**config.mk**
```make
export PLATFORM = sky130hd
export DESIGN_NAME = adaptive_filter_input_join
export DESIGN_NICKNAME = d
export VERILOG_FILES = /design/src/rtl/adaptive_filter_input_join.sv
export SDC_FILE = /design/constraint.sdc
export NUM_CORES = 1
export LEC_CHECK = 0
export ABC_AREA = 0
export CAP_MARGIN = 20
export CORE_MARGIN = 3
export CORE_UTILIZATION = 40
export CTS_CLUSTER_SIZE = 16
export DETAILED_ROUTE_END_ITERATION = 10
export PLACE_DENSITY = 0.81
export SLEW_MARGIN = 0
export SYNTH_ARGS = -nofsm -noshare
export SYNTH_HDL_FRONTEND = slang
export SYNTH_SLANG_ARGS = --single-unit
```
**constraint.sdc**
```tcl
create_clock -name axis_data_clk -period 3.3 [get_ports axis_data_clk]
set_input_delay 0.66 -clock axis_data_clk [delete_from_list [all_inputs] [get_ports axis_data_clk]]
set_output_delay 0.66 -clock axis_data_clk [all_outputs]
set_load 0.02 [all_outputs]
```
**src/rtl/adaptive_filter_input_join.sv**
```systemverilog
`timescale 1ns/1ps
// adaptive_filter_input_join
// Joins the main (signal) and aux (reference) AXIS streams beat-by-beat into
// one paired stream {aux, main}. Packet boundaries and sideband follow the main
// port. When the two ports disagree on packet length, the short side is padded
// with zeros (aux short) or the surplus aux beats are drained (aux long), and
// each such event bumps a saturating misalignment counter.
//
// Handshake: every port follows AXIS valid/ready. A beat transfers on a rising
// edge where tvalid && tready. Sources never drop tvalid or change payload
// while waiting. m_axis_* is a single register stage that holds its payload
// while m_axis_tvalid && !m_axis_tready.
module adaptive_filter_input_join #(
  parameter int ITEM_W = 32,
  parameter int ERR_W  = 16
) (
  input  logic                  axis_data_clk,
  input  logic                  axis_data_rst,
  input  logic                  cfg_aux_en,
  input  logic                  err_clear,
  output logic [ERR_W-1:0]      err_count,
  input  logic [ITEM_W-1:0]     s_main_axis_tdata,
  input  logic                  s_main_axis_tlast,
  input  logic                  s_main_axis_tvalid,
  output logic                  s_main_axis_tready,
  input  logic [63:0]           s_main_axis_ttimestamp,
  input  logic                  s_main_axis_thas_time,
  input  logic [15:0]           s_main_axis_tlength,
  input  logic                  s_main_axis_teov,
  input  logic                  s_main_axis_teob,
  input  logic [ITEM_W-1:0]     s_aux_axis_tdata,
  input  logic                  s_aux_axis_tlast,
  input  logic                  s_aux_axis_tvalid,
  output logic                  s_aux_axis_tready,
  output logic [2*ITEM_W-1:0]   m_axis_tdata,
  output logic                  m_axis_tlast,
  output logic                  m_axis_tvalid,
  input  logic                  m_axis_tready,
  output logic [63:0]           m_axis_ttimestamp,
  output logic                  m_axis_thas_time,
  output logic [15:0]           m_axis_tlength,
  output logic                  m_axis_teov,
  output logic                  m_axis_teob,
  output logic [1:0]            dbg_state
);

  typedef enum logic [1:0] {
    ST_PAIR      = 2'd0,
    ST_PAD       = 2'd1,
    ST_DRAIN_AUX = 2'd2,
    ST_BYPASS    = 2'd3
  } state_t;

  state_t             state_q, state_d;
  logic               first_q, first_d;
  logic               aux_en_q, aux_en_d;
  logic [ERR_W-1:0]   err_q, err_d;

  logic               load;
  logic               pair_mode;
  logic               main_rdy;
  logic               aux_rdy;
  logic               main_hs;
  logic               err_inc;
  logic [ITEM_W-1:0]  aux_part;

  // The output register may accept a new beat when empty or being drained.
  assign load = !m_axis_tvalid || m_axis_tready;

  // At a packet start the live config decides the mode; mid-packet the latch does.
  assign pair_mode = first_q ? cfg_aux_en : aux_en_q;

  // Neither input port is ever ready while reset is held.
  assign s_main_axis_tready = main_rdy && !axis_data_rst;
  assign s_aux_axis_tready  = aux_rdy  && !axis_data_rst;

  assign err_count = err_q;
  assign dbg_state = state_q;

  // Next-state, port readiness, aux payload selection and counter update.
  always_comb begin
    state_d  = state_q;
    first_d  = first_q;
    aux_en_d = aux_en_q;
    err_d    = err_q;
    main_rdy = 1'b0;
    aux_rdy  = 1'b0;
    aux_part = '0;
    err_inc  = 1'b0;
    main_hs  = 1'b0;

    case (state_q)
      ST_PAIR: begin
        if (pair_mode) begin
          // Both ports move together or not at all.
          main_rdy = load && s_main_axis_tvalid && s_aux_axis_tvalid;
          aux_rdy  = main_rdy;
          aux_part = s_aux_axis_tdata;
          if (main_rdy) begin
            if (s_main_axis_tlast && !s_aux_axis_tlast) begin
              state_d = ST_DRAIN_AUX;
              err_inc = 1'b1;
            end else if (!s_main_axis_tlast && s_aux_axis_tlast) begin
              state_d = ST_PAD;
              err_inc = 1'b1;
            end
          end
        end else begin
          // Packet starts unpaired: aux is discarded for the whole packet.
          main_rdy = load;
          aux_rdy  = 1'b1;
          if (load && s_main_axis_tvalid && !s_main_axis_tlast) begin
            state_d = ST_BYPASS;
          end
        end
      end
      ST_PAD: begin
        main_rdy = load;
        if (load && s_main_axis_tvalid && s_main_axis_tlast) begin
          state_d = ST_PAIR;
        end
      end
      ST_DRAIN_AUX: begin
        aux_rdy = 1'b1;
        if (s_aux_axis_tvalid && s_aux_axis_tlast) begin
          state_d = ST_PAIR;
        end
      end
      ST_BYPASS: begin
        main_rdy = load;
        aux_rdy  = 1'b1;
        if (load && s_main_axis_tvalid && s_main_axis_tlast) begin
          state_d = ST_PAIR;
        end
      end
      default: state_d = ST_PAIR;
    endcase

    main_hs = main_rdy && s_main_axis_tvalid;

    // Packet-start tracking follows accepted main beats only.
    if (main_hs) begin
      first_d = s_main_axis_tlast;
      if (first_q) begin
        aux_en_d = cfg_aux_en;
      end
    end

    // A clear wins over a same-cycle event; the count sticks at all-ones.
    if (err_clear) begin
      err_d = '0;
    end else if (err_inc && (err_q != '1)) begin
      err_d = err_q + ERR_W'(1);
    end
  end

  // Control state registers.
  always_ff @(posedge axis_data_clk) begin
    if (axis_data_rst) begin
      state_q  <= ST_PAIR;
      first_q  <= 1'b1;
      aux_en_q <= 1'b0;
      err_q    <= '0;
    end else begin
      state_q  <= state_d;
      first_q  <= first_d;
      aux_en_q <= aux_en_d;
      err_q    <= err_d;
    end
  end

  // Output register stage; payload only changes when a new main beat lands.
  always_ff @(posedge axis_data_clk) begin
    if (axis_data_rst) begin
      m_axis_tvalid     <= 1'b0;
      m_axis_tdata      <= '0;
      m_axis_tlast      <= 1'b0;
      m_axis_ttimestamp <= '0;
      m_axis_thas_time  <= 1'b0;
      m_axis_tlength    <= '0;
      m_axis_teov       <= 1'b0;
      m_axis_teob       <= 1'b0;
    end else if (load) begin
      m_axis_tvalid <= main_hs;
      if (main_hs) begin
        m_axis_tdata      <= {aux_part, s_main_axis_tdata};
        m_axis_tlast      <= s_main_axis_tlast;
        m_axis_ttimestamp <= s_main_axis_ttimestamp;
        m_axis_thas_time  <= s_main_axis_thas_time;
        m_axis_tlength    <= s_main_axis_tlength;
        m_axis_teov       <= s_main_axis_teov;
        m_axis_teob       <= s_main_axis_teob;
      end
    end
  end

endmodule

```
==> results of run 1 <==
routing by layer:
layer	share of wire	up-vias
met5	0	-
met2	0.49	255
met1	0.40	2903
met3	0.074	48
li1	-	3232
met4	0.034	0
state kept, by name (all words and copies together) (netlist names):
register	count
first_q	1
m_axis_thas_time	1
aux_en_q	1
m_axis_ttimestamp	64
dbg_state	2
m_axis_teov	1
err_count	16
m_axis_tvalid	1
m_axis_teob	1
m_axis_tlast	1
m_axis_tdata	64
m_axis_tlength	16
power breakdown:
group | leakage (nW) | switching [W] | internal (W)
Combinational | 2.21 | 0.000535 | 0.000506
Sequential | 1.38 | 0.0000694 | 0.00217
Clock | 0.293 | 0.000815 | 0.00123
final cells by class:
cell class	count	area [µm²]
inverters	9	33.8
well taps	211	264
clock inverters	11	146
multi-input cells	559	2710
flip-flops and latches	169	3380
repair buffers	336	3380
fillers	1272	4940
clock buffers	21	460
logic make-up (layout without fill, tap and decap cells):
logic type               Yosys count  in the layout  share of synthesized area
AO/OA/AOI/OAI                    149            149                      0.124
XOR/XNOR                           2              2                    0.00277
adder cells (fa/ha/maj)            3              3                    0.00593
buffers and inverters             68            377                     0.0413
flip-flops                       169            169                      0.535
multiplexers                       8              8                     0.0129
AND/OR/NAND/NOR                  397            397                      0.278
cell usage in the layout (no fill, tap or decap), types with 2 or more instances in the layout:
master and count:
clkdlybuf4s50_1 323, nand2_1 277, dfxtp_1 169, a21oi_1 129
nand3_1 43, nand3b_1 32, clkbuf_16 17, nor2_1 13
inv_1 9, buf_4 9, mux2i_1 7, nor4_1 6
o21ai_0 5, or3_1 5, nor3_1 4, buf_12 4
or4_1 3, ha_1 3, bufinv_16 3, clkinv_2 3
clkinv_4 3, nand4_1 2, or2_2 2, and4_1 2
a211oi_1 2, a21o_1 2, xnor2_1 2, o31ai_1 2
clkbuf_1 2, clkinvlp_4 2, clkbuf_8 2
worst max path at each step:
stage                            from                   endpoint
finish                  m_axis_tready          s_aux_axis_tready
global route            m_axis_tready          s_aux_axis_tready
CTS                     m_axis_tready          s_aux_axis_tready
detailed placement      m_axis_tready          s_aux_axis_tready
global placement        m_axis_tready          s_aux_axis_tready
floorplan           s_main_axis_tlast  err_count[5]$_SDFFE_PP0P_
critical path, stage by stage:
cell and delay, ns:
clkdlybuf4s50_1 0.45, nand2b_1 0.15, nand3_1 0.13, a21oi_1 0.16, nor2_1 0.05, nor2_1 0.16
clkdlybuf4s50_1 0.65
stage by stage:
stage | setup slack [ns] | area (µm²) | utilization
2_1_floorplan | 0.789 | 6330 | -
3_3_place_gp | 0.236 | 9770 | 0.638
3_5_place_dp | 0.205 | 9770 | 0.638
4_1_cts | 0.219 | 10400 | 0.678
5_1_grt | 0.104 | 10400 | 0.678
6_report | 0.229 | 10400 | 0.678
==> key figures, run 1 <==
Worst setup path
  • Crit start category: input pin
  • Req. time, crit path: between 2 and 3 ns
  • Critical Path Sink Type: primary output
  • Critical path arrival: around 2.4 ns
  • FF-to-FF path depth: 7
  • CP Max Fanout: 4
  • Reg2Reg Setup Slack: approximately 1.1 ns
  • Kind of critical path: in2out
  • Worst R2R End: err_count[14]$_SDFFE_PP0P_
  • Reg2reg start: first_q$_SDFFE_PP1P_

Detailed routing
  • Final wirelength: between 20 and 25 mm
  • WL per Instance: around 15 µm
  • ANT nets after route: 0
  • Drt first pass iters: 5
  • DRC: 0
  • DR iter-0 viols: between 300 and 400
  • Vias per cell: between 4 and 5
  • Via count: 6438

Synthesis
  • Synth cell types: 42
  • Post-synthesis register bit count: 169
  • Top cells by count, synth: nand2_1, dfxtp_1, a21oi_1, clkbuf_1, nand3_1
  • Post-synth EDFFs: 0
  • Synth async-reset ratio: 0
  • Most frequent cell after synthesis: nand2_1
  • Area contributors post-synth: dfxtp_1, nand2_1, a21oi_1
  • Synth Cell Area: approximately 6300 µm²
  • Ys Warns: 0
  • Yosys top cell area share: 0.535
  • Net count after synthesis: 955
  • Biggest area consumer among synthesized cells: dfxtp_1
  • Cells after synthesis: 796
  • Main flop type after synthesis: dfxtp_1
  • Seq/Total Area, Yosys: 0.535
  • Mapped Avg Cell Area: between 7 and 8 µm²

STA
  • Final worst clock skew: slightly below 0.009 ns
  • Final Hold Fails: 0
  • Slew margin rel.: 0.445
  • Hold WS: 0.451 ns
  • Final Cycle Share: 0.931
  • Worst Tran Pin Value: between 0.8 and 0.9 ns
  • Sum Neg Setup Slack: 0 ns
  • Achievable frequency: roughly 0.33 GHz
  • Tmin final: slightly above 3 ns
  • Fin. max-slew vios: 0
  • RSZ-0062 raised after global routing: no
  • Final setup vio count: 0

Placed design
  • Hpwl dp: ~14 mm
  • GP Congestion: between 0.8 and 0.9
  • Placed cell count: between 1000 and 1500
  • IO Port Bufs: approximately 320

Global routing
  • GR Layer Usage met2: 0.387
  • Global route hottest layer: met2
  • Overflow after GRT: 0
  • Via count of the first global-routing pass: between 6000 and 7000
  • Global-route met3 utilization: 0.0752
  • Initial antenna violation count: 0
  • GRT met1 Usage: 0.250
  • First-pass GRT wire length: 31.6 mm
  • Gr usage total: 0.223
  • Largest net degree at the start of global routing: slightly below 90

Clock network
  • Post-CTS setup buffers: 0
  • CTS tree: done
  • Clock slew seen by the registers of the worst setup and hold paths: 0.06 ns
  • Cts hold-fix bufs: 0
  • CTS root buffer: clkbuf_16
  • H-tree levels: 4
  • CTS buffer count: 17
  • Cts repair resizes: 0
  • Clk Latency, worst-skew pair: ~0.42 ns
  • Max Root-Sink Buffers: 2
  • CTS Sinks: about 170

Die
  • Initial Utilization: 0.413
  • Row Count: 45
  • Core Region: around 15000 µm²
  • Die area: between 15000 and 20000 µm²
  • Io pins: roughly 330
  • Die width: 132 µm
  • Die Y: approximately 130 µm

Layout
  • Final nets: 1251
  • Area Growth Syn to Fin: 64.0%
  • Final non-filler cell total: 1316
  • Layout cells sized above 1: 0.0462
  • ANT cells: 0

Pwr
  • VDD IR-drop max: slightly above 300 µV
  • Power Density: about 510 nW/µm²
  • Power consumption: approximately 0.0053 W
  • Leakage: around 3.9 nW

Worst hold path
  • Hold_sp: m_axis_teov$_SDFFE_PP0P_
  • Tightest Hold Check Type: reg2reg
  • Hold depth: 2
  • Hold Path Sink: m_axis_teov$_SDFFE_PP0P_

Run
  • Max-Cap Viols: 0

Run status
  • Outcome: complete, no violations
(Power assumes the default switching activity.)
==> inputs of run 2 (changes only) <==
SLEW_MARGIN = not set   (was 0)
==> results of run 2 <==
No change in the layout: final DEF, timing and power equal those of run 1.
==> inputs of run 3 (changes only) <==
PLACE_DENSITY = 0.82   (was 0.81)
==> key figures, run 3 (synthesis results as in run 1) <==
Run status
  • Outcome: complete, no violations

Clock network
  • Clk Latency, worst-skew pair: 0.42 ns (about the same)
  • CTS tree: done
  • Post-CTS setup buffers: 0 (unchanged)
  • Clock slew seen by the registers of the worst setup and hold paths: 0.06 ns (about the same)
  • Max Root-Sink Buffers: 2 (unchanged)
  • CTS Sinks: 169 (unchanged)
  • Cts hold-fix bufs: 0 (unchanged)
  • CTS buffer count: 17 (unchanged)
  • CTS root buffer: clkbuf_16
  • Cts repair resizes: 0 (unchanged)
  • H-tree levels: 4 (unchanged)

Layout
  • Number of fill cells: 1258 (-1.1%)
  • Area Growth Syn to Fin: 64.5%
  • Layout cells sized above 1: 0.0462 (unchanged)
  • ANT cells: 0 (unchanged)
  • Final non-filler cell total: 1316 (unchanged)
  • Layout Utilization: 0.680 (+0.00212)
  • Final nets: 1252 (+0.080%)
  • Biggest regs: m_axis_tdata: 64 flops, m_axis_ttimestamp: 64 flops
  • Commonest non-fill, non-tap cell in the layout: clkdlybuf4s50_1
  • Commonest cells after routing, fill and taps aside: clkdlybuf4s50_1, nand2_1, dfxtp_1, a21oi_1, nand3_1
  • Finished Cell Area: 10400 µm² (+0.31%)

Die
  • Row Count: 45 (unchanged)
  • Initial Utilization: 0.413 (unchanged)
  • Io pins: 325 (unchanged)
  • Core Region: 15300 µm² (unchanged)
  • Die Y: 132 µm (unchanged)
  • Die area: 17400 µm² (unchanged)
  • Die width: 132 µm (unchanged)

Worst hold path
  • Hold_sp: m_axis_tdata[6]$_SDFFE_PP0P_
  • Tightest Hold Check Type: reg2reg

Worst setup path
  • Cell depth of the worst setup path: 6 (-1)
  • Kind of critical path: in2out
  • FF-to-FF path depth: 7 (unchanged)
  • Worst stage delay on the critical path: 0.65 ns (about the same)
  • WP buf/inv: 2 (unchanged)
  • Req. time, crit path: 2.64 ns (about the same)
  • Top Family by Delay on Critical Path: buffers and inverters
  • Reg2Reg Setup Slack: 1.03 ns (-0.05 ns)
  • Slowest CP cell: clkdlybuf4s50_1
  • Reg2reg start: first_q$_SDFFE_PP1P_
  • Critical Path Sink Type: primary output
  • Critical path arrival: 2.39 ns (-0.02 ns)
  • Worst R2R End: err_count[14]$_SDFFE_PP0P_
  • CP endpoint: s_aux_axis_tready
  • CP cell instances: clkdlybuf4s50_1 > mux2_2 > a21oi_1 > nor2_1 > nor2_1 > clkdlybuf4s50_1
  • CP Max Fanout: 4 (unchanged)
  • Crit start category: input pin
  • CP startpoint: cfg_aux_en

Placed design
  • Hpwl dp: 14.7 mm (+3.3%)
  • DP Area: 9770 µm² (unchanged)
  • Placed cell count: 1284 (unchanged)
  • IO Port Bufs: 324 (unchanged)
  • GP Congestion: 0.806 (-1.1%)

STA
  • Final worst clock skew: 0.00732 ns (-0.00148 ns)
  • Final Hold Fails: 0 (unchanged)
  • Sum Neg Setup Slack: 0 ns (unchanged)
  • Final Cycle Share: 0.923 (-0.00743)
  • Worst Tran Pin Value: 0.867 ns (+0.0341 ns)
  • RSZ-0062 raised after global routing: no
  • Final setup vio count: 0 (unchanged)
  • Tmin final: 3.05 ns (-0.0245 ns)
  • Fin. max-slew vios: 0 (unchanged)
  • Achievable frequency: 0.328 GHz (+0.81%)
  • Slew margin rel.: 0.422 (-0.0228)

Global routing
  • Gr usage total: 0.231 (+0.00841)
  • GR Layer Usage met2: 0.407 (+0.0192)
  • GRT met1 Usage: 0.265 (+0.0148)
  • Overflow after GRT: 0 (unchanged)
  • First-pass GRT wire length: 32.8 mm (+3.7%)
  • Initial antenna violation count: 0 (unchanged)
  • Largest net degree at the start of global routing: 90 (+3.4%)
  • Global-route met3 utilization: 0.0668 (-0.00840)
  • Via count of the first global-routing pass: 6246 (+2.4%)
  • Global route hottest layer: met2

Detailed routing
  • Drt first pass iters: 4 (-1)
  • WL per Instance: 15.8 µm (+2.3%)
  • DR iter-0 viols: 369 (+13%)
  • ANT nets after route: 0 (unchanged)
  • DRC: 0 (unchanged)
  • Final wirelength: 20.7 mm (+2.3%)
  • Via count: 6505 (+1.0%)
  • Vias per cell: 4.94 (+1.0%)

Pwr
  • Power consumption: 0.00536 W (+0.66%)
  • VDD IR-drop max: 321 µV (+3.7%)
  • Power Density: 515 nW/µm² (+0.34%)
  • Leakage: 3.90 nW (+0.48%)

Run
  • Max-Cap Viols: 0 (unchanged)
run 3: cell count changes in the layout (fill, tap and decap cells not counted):
| cell | before | now |
|---|---|---|
| clkbuf_8 | 2 | 3 |
| clkinv_4 | 3 | 1 |
| inv_6 | 0 | 3 |
| clkinv_2 | 3 | 1 |
| buf_16 | 0 | 1 |
| clkinvlp_4 | 2 | 1 |
run 3: through the flow:
step / worst slack, ns / hold slack [ns]
4_1_cts: 0.235 / 0.454
3_5_place_dp: 0.208 / 0.446
2_1_floorplan: 0.789 / 0.488
6_report: 0.253 / 0.452
3_3_place_gp: 0.242 / 0.441
5_1_grt: 0.125 / 0.467
run 3: worst register-to-register path, cell delays in order, from the launching register on:
cell,delay (ns)
dfxtp_1,0.38
mux2i_1,0.12
buf_4,0.16
or4_1,0.44
buf_4,0.18
nor4_1,0.53
a31oi_1,0.17
a211oi_1,0.21
run 3: cell type report:
type / count / area, µm² / share of cell area
timing repair buffer: 337 / 3410 / 0.327
sequential: 169 / 3380 / 0.325
multi-input combinational: 559 / 2710 / 0.260
clock buffer: 22 / 474 / 0.0456
tap: 211 / 264 / 0.0254
clock inverter: 9 / 138 / 0.0132
inverter: 9 / 33.8 / 0.00325
run 3: worst min path at each step:
stage,cells past startpoint,slack [ns],end
after floorplan,2,0.49,aux_en_q$_SDFFE_PP0P_
after global placement,2,0.44,m_axis_ttimestamp[33]$_SDFFE_PP0P_
after detailed placement,2,0.45,m_axis_ttimestamp[63]$_SDFFE_PP0P_
after CTS,2,0.45,m_axis_ttimestamp[25]$_SDFFE_PP0P_
after global routing,2,0.47,m_axis_ttimestamp[25]$_SDFFE_PP0P_
final,2,0.45,m_axis_tdata[6]$_SDFFE_PP0P_
run 3: routing by layer:
metal	vias to the layer above	wire [µm]
met2	254	10500
met3	38	1470
met5	-	0
li1	3237	-
met1	2976	8250
met4	0	543
run 3: where the power goes:
part	internal (W)	switching, W
combinational	0.000514	0.000542
clock	0.00126	0.000810
sequential	0.00217	0.0000697
